$ cat config.mk
export PLATFORM = sky130hd
export DESIGN_NAME = mux_nto1_scan
export DESIGN_NICKNAME = d
export VERILOG_FILES = /design/src/rtl/mux_pkg.sv /design/src/rtl/mux_next_sel.sv /design/src/rtl/mux_nto1_scan.sv
export SDC_FILE = /design/constraint.sdc
export NUM_CORES = 1
export LEC_CHECK = 0
export BUFFER_PORTS_ARGS = -buffer_cell sky130_fd_sc_hd__buf_2
export CAP_MARGIN = 20
export CORE_UTILIZATION = 57
export DETAILED_ROUTE_END_ITERATION = 12
export GPL_TIMING_DRIVEN = 0
export PLACE_DENSITY = 0.93
export SYNTH_ARGS = -nofsm -noshare
export SYNTH_HDL_FRONTEND = slang
export SYNTH_SLANG_ARGS = --single-unit
$ cat constraint.sdc
create_clock -name clk -period 5.16 [get_ports clk]
set_clock_uncertainty 0.05 [all_clocks]
set_input_delay 0.516 -clock clk [delete_from_list [all_inputs] [get_ports clk]]
set_output_delay 0.516 -clock clk [all_outputs]
set_load 0.05 [all_outputs]
$ cat src/rtl/mux_pkg.sv
// mux_pkg: shared mode encoding and default sizes for the scanning N-to-1 selector
package mux_pkg;
    typedef enum logic [1:0] {
        MANUAL = 2'b00,
        SCAN   = 2'b01,
        HOLD   = 2'b10,
        RSVD   = 2'b11
    } mode_e;
    localparam int WIDTH_DEF   = 4;
    localparam int N_DEF       = 4;
    localparam int DWELL_W_DEF = 8;
endpackage

$ cat src/rtl/mux_next_sel.sv
// mux_next_sel: next enabled channel after cur_sel, searching cyclically upward.
// Ports: cur_sel (current index), en_mask (channel enables) -> nxt (next enabled
// index, cur_sel itself if it is the only one), wrap_flag (nxt <= cur_sel),
// any_en (at least one channel enabled).
module mux_next_sel #(
    parameter int N     = 4,
    parameter int SEL_W = $clog2(N)
) (
    input  logic [SEL_W-1:0] cur_sel,
    input  logic [N-1:0]     en_mask,
    output logic [SEL_W-1:0] nxt,
    output logic             wrap_flag,
    output logic             any_en
);
    always_comb begin
        nxt = cur_sel;
        // walk from the farthest offset down so the nearest enabled channel wins
        for (int k = N; k >= 1; k--) begin
            if (en_mask[(int'(cur_sel) + k) % N]) nxt = SEL_W'((int'(cur_sel) + k) % N);
        end
        wrap_flag = nxt <= cur_sel;
        any_en    = |en_mask;
    end
endmodule

$ cat src/rtl/mux_nto1_scan.sv
// mux_nto1_scan: registered N-to-1 selector with manual, round-robin scan and hold modes.
// Ports: clk/rst (sync active-high), d (packed channels), sel (manual select),
// mode (00 manual, 01 scan, 10/11 hold), en_mask (scan enables), dwell (extra
// cycles per channel) -> y (selected data), y_valid, cur_sel (channel of y),
// wrap (pulse on a scan advance that wraps).
module mux_nto1_scan
    import mux_pkg::*;
#(
    parameter int WIDTH   = WIDTH_DEF,
    parameter int N       = N_DEF,
    parameter int DWELL_W = DWELL_W_DEF,
    parameter int SEL_W   = $clog2(N)
) (
    input  logic                 clk,
    input  logic                 rst,
    input  logic [N*WIDTH-1:0]   d,
    input  logic [SEL_W-1:0]     sel,
    input  logic [1:0]           mode,
    input  logic [N-1:0]         en_mask,
    input  logic [DWELL_W-1:0]   dwell,
    output logic [WIDTH-1:0]     y,
    output logic                 y_valid,
    output logic [SEL_W-1:0]     cur_sel,
    output logic                 wrap
);
    mode_e              r_st, w_st;
    logic [DWELL_W-1:0] r_cnt, w_cnt;
    logic [WIDTH-1:0]   r_y, w_y;
    logic               r_valid, w_valid;
    logic [SEL_W-1:0]   r_sel, w_sel;
    logic               r_wrap, w_wrap;
    logic [WIDTH-1:0]   w_ch [N];
    logic [SEL_W-1:0]   w_nxt;
    logic               w_wrap_flag, w_any;
    logic               w_sel_ok;

    for (genvar i = 0; i < N; i++) begin : g_ch
        assign w_ch[i] = d[i*WIDTH +: WIDTH];
    end

    mux_next_sel #(.N(N), .SEL_W(SEL_W)) u_next (
        .cur_sel   (r_sel),
        .en_mask   (en_mask),
        .nxt       (w_nxt),
        .wrap_flag (w_wrap_flag),
        .any_en    (w_any)
    );

    // sel can exceed N-1 only when N is not a power of two
    assign w_sel_ok = int'(sel) < N;

    always_comb begin
        w_st    = (mode_e'(mode) == RSVD) ? HOLD : mode_e'(mode);
        w_y     = r_y;
        w_valid = r_valid;
        w_sel   = r_sel;
        w_cnt   = r_cnt;
        w_wrap  = 1'b0;
        case (w_st)
            MANUAL: begin
                w_cnt   = '0;
                w_sel   = w_sel_ok ? sel : r_sel;
                w_y     = w_sel_ok ? w_ch[sel] : '0;
                w_valid = w_sel_ok;
            end
            SCAN: begin
                if (r_st != SCAN) begin
                    // entry restarts the dwell on the channel already shown
                    w_cnt   = '0;
                    w_y     = w_ch[r_sel];
                    w_valid = en_mask[r_sel];
                end else if (!w_any) begin
                    w_y     = '0;
                    w_valid = 1'b0;
                end else if (en_mask[r_sel] && r_cnt < dwell) begin
                    w_cnt   = r_cnt + 1'b1;
                    w_y     = w_ch[r_sel];
                    w_valid = 1'b1;
                end else begin
                    w_sel   = w_nxt;
                    w_y     = w_ch[w_nxt];
                    w_valid = 1'b1;
                    w_cnt   = '0;
                    w_wrap  = w_wrap_flag;
                end
            end
            default: ;
        endcase
    end

    always_ff @(posedge clk) begin
        if (rst) begin
            r_st    <= HOLD;
            r_cnt   <= '0;
            r_y     <= '0;
            r_valid <= 1'b0;
            r_sel   <= '0;
            r_wrap  <= 1'b0;
        end else begin
            r_st    <= w_st;
            r_cnt   <= w_cnt;
            r_y     <= w_y;
            r_valid <= w_valid;
            r_sel   <= w_sel;
            r_wrap  <= w_wrap;
        end
    end

    assign y       = r_y;
    assign y_valid = r_valid;
    assign cur_sel = r_sel;
    assign wrap    = r_wrap;
endmodule

# Word-level counts from Yosys, hierarchy flattened
# Cells that the tools add are included.
[totals]
word_cells = 91
register_bits = 18
[op_classes]
add_sub_neg = 5
n_lt_le_gt_ge = 10
muxes = 43
n_eq_ne = 7
bitwise_logic = 9
reduce_logical = 11
[op_table]
columns = ["op", "count"]
rows = [
  ["$mux 4", 9],
  ["$bmux 4 s2", 3],
  ["$mux 8", 3],
  ["$lt 3x4->1 const B", 4],
  ["$mux 2", 8],
  ["$pmux 8 s2", 1],
  ["$mux 1", 11],
  ["$bmux 1 s2", 5],
  ["$ge 3x3->1 const B", 3],
  ["$not 2->3", 3],
  ["$add 8x1->8 const B", 1],
  ["$lt 8x8->1", 1],
  ["$pmux 4 s2", 1],
  ["$reduce_or 2->1", 4],
  ["$ne 2x2->1 const B", 3],
  ["$reduce_or 5->1", 1],
  ["$add 2x1->2 const B", 2],
  ["$add 2x2->2 const B", 2],
  ["$and 1x1->1 const A", 4],
  ["$pmux 2 s2", 1],
  ["$reduce_and 4->1", 1],
  ["$reduce_or 4->1", 1],
  ["$lt 2x3->1 const B", 1],
  ["$ne 3x3->1 const B", 1],
  ["10 further kinds", 11],
]

# Logic depth before layout (Yosys ltp)
[logic_depth]
depth_word = 18
depth_mapped = 9
mapped_depth_nobuf = 8

# Modules after synthesis
# Synthesis repeated with hierarchy kept, for this count alone.
[hier_totals]
hier_cells = 190
area_unflattened_um2 = 1631.6
[modules_own_cells]
columns = ["mod", "cells_per_inst", "n_inst", "area_per_inst_um2"]
rows = [
  ["mux_nto1_scan", 169, 1, 1501.4],
  ["mux_next_sel", 21, 1, 130.1],
]

# Least setup slack after synthesis
# No wires, ideal clock.
[synth_path]
path_kind = "flip-flop to flip-flop"
start = "register r_sel[0] (netlist: cur_sel[0])"
end = "register r_y[0] (netlist: y[0])"
arrival_time_ps = 2152
path_stages_with_launch = 7
required_ps = 5024
slack_ps = 2871
setup_time_ps = 86
n_path_buf = 1
period_less_slack_ps = 2289
cell_sequence = "dfxtp_1 -> buf_4 -> nand2b_1 -> o21ai_1 -> a221oi_2 -> mux2_2 -> a221oi_2"
[synth_via]
elab_chain_cells = 16
word_cells_on_any_way = 35
[synth_rtl]
columns = ["item", "line_no", "text"]
rows = [
  ["start, declared", "mux_nto1_scan.sv:30", "logic [SEL_W-1:0] r_sel, w_sel;"],
  ["start signal, assigned", "mux_nto1_scan.sv:104", "r_sel <= w_sel;"],
  ["$add 2x1->2", "mux_next_sel.sv:19", "if (en_mask[(int'(cur_sel) + k) % N]) nxt = SEL_W'((int'(cur_sel) + k) % N);"],
  ["$bmux 1 s2", "mux_next_sel.sv:19", ""],
  ["$mux 1 (not written as such) (2 in a row)", "mux_next_sel.sv:19", ""],
  ["$mux 2 (4 in a row)", "mux_next_sel.sv:19", ""],
  ["$not 2->3 (not written as such)", "mux_nto1_scan.sv:81", "w_y = w_ch[w_nxt];"],
  ["$bmux 4 s2", "mux_nto1_scan.sv:81", ""],
  ["$mux 4 (not written as such) (2 in a row)", "mux_nto1_scan.sv:81", ""],
  ["$mux 4", "mux_nto1_scan.sv:75", "end else if (en_mask[r_sel] && r_cnt < dwell) begin"],
  ["$mux 4", "mux_nto1_scan.sv:72", "end else if (!w_any) begin"],
  ["$mux 4 (*)", "mux_nto1_scan.sv:67", "if (r_st != SCAN) begin"],
  ["$pmux 4 s2 (*)", "mux_nto1_scan.sv:59", "case (w_st)"],
  ["end signal, assigned", "mux_nto1_scan.sv:102", "r_y <= w_y;"],
  ["end, declared", "mux_nto1_scan.sv:28", "logic [WIDTH-1:0] r_y, w_y;"],
]
# Mark *: on every way between the ends. The rest lies on a longest branch, timed or not. The select of a mux whose other input is x is not followed.
# A chain may end at the register's enable or synchronous reset.

# Worst setup path in the final report
# Same ends and word-level chain as after synthesis.

==> results.md <==
* Outcome: completed
* Max IR drop VDD at between 0.1 and 0.15 mV
* Clock root buffer master: sky130_fd_sc_hd__clkbuf_4
* Post-route ant nets at 0
* Mean cell area of the mapped netlist at 8.98 um2
* Cells after Synth at 177
* Layout cell share with drive strength beyond 1 at between 30% and 40%
* TNS Setup at 0 ns
* Layout-stage area growth over the synthesis result at 17.2%
* Per-cell via count in the routed design at 6.14
* CP max FO at 9
* Cell row count at 18
* Vias in the first global route at ~1400
* Hold violation total from the final report at 0
* Required time at the worst-slack endpoint at 5.34 ns
* Number of max-slew violations in the final report at 0
* Post-CTS Hold Fix Bufs at 0
* Detail-routed net length per standard cell at 14.7 um
* Power Total at 365 uW
* Mapped Nets at 221
* Number of register bits inferred by synthesis at 18
* Worst-Skew Late Latency at 0.31 ns
* Clock buffers created by TritonCTS at 3
* Horizontal die dimension at ~55 um
* Total DRC errors in the routed layout at 0
* Type of element capturing the critical path: flop
* Total leakage power at 0.814 nW
* Full die area at 0.00300 mm2
* First-pass DRT Iterations at 4
* PostCTS Resize Cnt at 0
* Final WL at 3.69 mm
* Post-layout net count at 266
* Sequential area share after synthesis at 22.7%
* Clk slew on worst S/H paths at 0.11 ns
* Global-route wire length before repair at 5.93 mm
* CTS Buffer Depth at 2
* Total gr overflow at 0
* Placeable core region at 0.00254 mm2
* Maximum number of pins on one net before global-route repair at 11
* Initial antenna violation count at 0
* Slack of the worst reg-to-reg path at 2.96 ns
* Element type at the critical path start: flop
* Total global routing track utilization at 27.8%
* Number of different library cells in the post-synthesis netlist at 46
* Final period utilization at 42.7%
* Commonest cells after routing, fill and taps aside: sky130_fd_sc_hd__buf_2, sky130_fd_sc_hd__nand2_1, sky130_fd_sc_hd__nor2_1, sky130_fd_sc_hd__dfxtp_1, sky130_fd_sc_hd__inv_1
* Share of synthesized registers carrying an async set or reset at 0%
* Synth warnings at 0
* Initial detailed-routing violation count at 42
* Count of buffers from port buffering at 40
* Most common cell after layout, fill and taps aside: sky130_fd_sc_hd__buf_2
* Routed vias at 1540
* CTS tree: yes
* RSZ-0062 raised after global routing: no
* Number of violations of the max-capacitance limit at 0
* Worst Hold Class: input pin to flop
* Crit path time final at 2.20 ns
* Most used DFF post-synth: sky130_fd_sc_hd__dfxtp_1
* GP Congestion at approximately 0.91
* Initial standard-cell utilization of the core at between 60% and 70%
* Clock Sinks at 18
* Die H at 54.8 um
* Worst-margin pin slew at 0.573 ns
* CP Class: flop to flop
* Areal power density over the cells at 196 mW/mm2
* I/O pin total at 42
* HPWL after detailed placement at 2.93 mm
* Post-synth design cell area at 0.00159 mm2
* Critical Path AT at 2.38 ns
* Finish-stage setup viols at 0
* Highest clock frequency the design can meet at 454 MHz
* H-Tree Depth at 1
* Worst slew margin relative to its limit at 61.5%
* Number of enable-type register cells in the synthesized netlist at 0
* Count of antenna diodes in the layout at 0
* Setup repair bufs after CTS at 0
* Number of filler cells placed in the layout at 205
* Hold WS at 0.403 ns
layout make-up:
class	count	area [um2]	area share [%]
Sequential cell	18	360	19.3
Buffer	7	52.6	2.82
Timing Repair Buffer	40	200	10.7
Tap cell	30	37.5	2.01
Inverter	12	45.0	2.42
Clock buffer	4	36.3	1.95
Multi-Input combinational cell	140	1130	60.7
per-stage QoR:
step,util [%],instances,setup slack [ns],cell area (um2)
floorplan,-,177,2.87,1590
detailed placement,71.8,247,2.74,1830
finish,73.2,251,2.96,1860
global placement,71.8,247,2.78,1830
global route,73.2,251,2.80,1860
CTS,73.2,251,2.97,1860
Yosys cell counts (2+ instances only):
cell type / instances / area, um2
sky130_fd_sc_hd__nor2_1: 18 / 67.6
sky130_fd_sc_hd__ha_1: 10 / 125
sky130_fd_sc_hd__nor4_1: 2 / 12.5
sky130_fd_sc_hd__a21oi_1: 7 / 35.0
sky130_fd_sc_hd__a31oi_1: 6 / 37.5
sky130_fd_sc_hd__nand3_1: 7 / 35.0
sky130_fd_sc_hd__mux2_2: 4 / 45.0
sky130_fd_sc_hd__o21ai_1: 4 / 20.0
sky130_fd_sc_hd__mux2i_1: 10 / 100
sky130_fd_sc_hd__mux4_2: 9 / 203
sky130_fd_sc_hd__o221ai_1: 3 / 26.3
sky130_fd_sc_hd__o21ai_0: 2 / 10.0
sky130_fd_sc_hd__or2_2: 2 / 12.5
sky130_fd_sc_hd__dfxtp_1: 18 / 360
sky130_fd_sc_hd__buf_6: 3 / 33.8
sky130_fd_sc_hd__nand3b_1: 3 / 22.5
sky130_fd_sc_hd__nand2_1: 21 / 78.8
sky130_fd_sc_hd__a221oi_2: 4 / 60.1
sky130_fd_sc_hd__inv_1: 11 / 41.3
sky130_fd_sc_hd__clkbuf_1: 3 / 11.3
sky130_fd_sc_hd__nand2b_1: 5 / 31.3
flip-flops by register name, summed over array words and instances (netlist names):
name / cells
r_st: 2
cur_sel: 2
wrap: 1
y_valid: 1
y: 4
r_cnt: 8
where the power goes:
part / internal, mW / leakage (nW) / switching [mW]
combinational: 0.0542 / 0.646 / 0.0701
clock: 0.0432 / 0.0210 / 0.0505
sequential: 0.144 / 0.147 / 0.00283
path summary, 6_finish.rpt:
check,start,depth (start not counted),to
max,cur_sel[0]$_SDFFE_PP0P_,6,y[0]$_SDFFE_PP0P_
min,mode[0],2,y_valid$_SDFFE_PP0P_
max reg2reg,cur_sel[0]$_SDFFE_PP0P_,6,y[0]$_SDFFE_PP0P_
min reg2reg,r_cnt[7]$_SDFFE_PP0P_,2,r_cnt[7]$_SDFFE_PP0P_
critical path, stage by stage, from the launching register on:
cell and delay, ns:
sky130_fd_sc_hd__dfxtp_1 0.39, sky130_fd_sc_hd__buf_4 0.21, sky130_fd_sc_hd__nand2b_1 0.14, sky130_fd_sc_hd__o21ai_1 0.08, sky130_fd_sc_hd__a221oi_2 0.52, sky130_fd_sc_hd__mux2_2 0.42, sky130_fd_sc_hd__a221oi_2 0.30
per-layer routing:
metal	vias to the layer above	wire [um]	global-route usage (%)
li1	746	-	-
met1	710	1640	35.4
met2	76	1760	46.6
met3	8	234	4.44
met4	0	60	9.83
met5	-	0	0
logic make-up (layout without fill, tap and decap cells):
family / after synthesis / after routing / share of synthesized area (%)
simple gates: 70 / 70 / 22.2
buf+inv: 19 / 63 / 6.14
compound gates: 37 / 37 / 19.2
mux: 23 / 23 / 21.9
fa+ha+maj: 10 / 10 / 7.87
flops: 18 / 18 / 22.7
No activity file was read; power rests on OpenSTA's default activity.
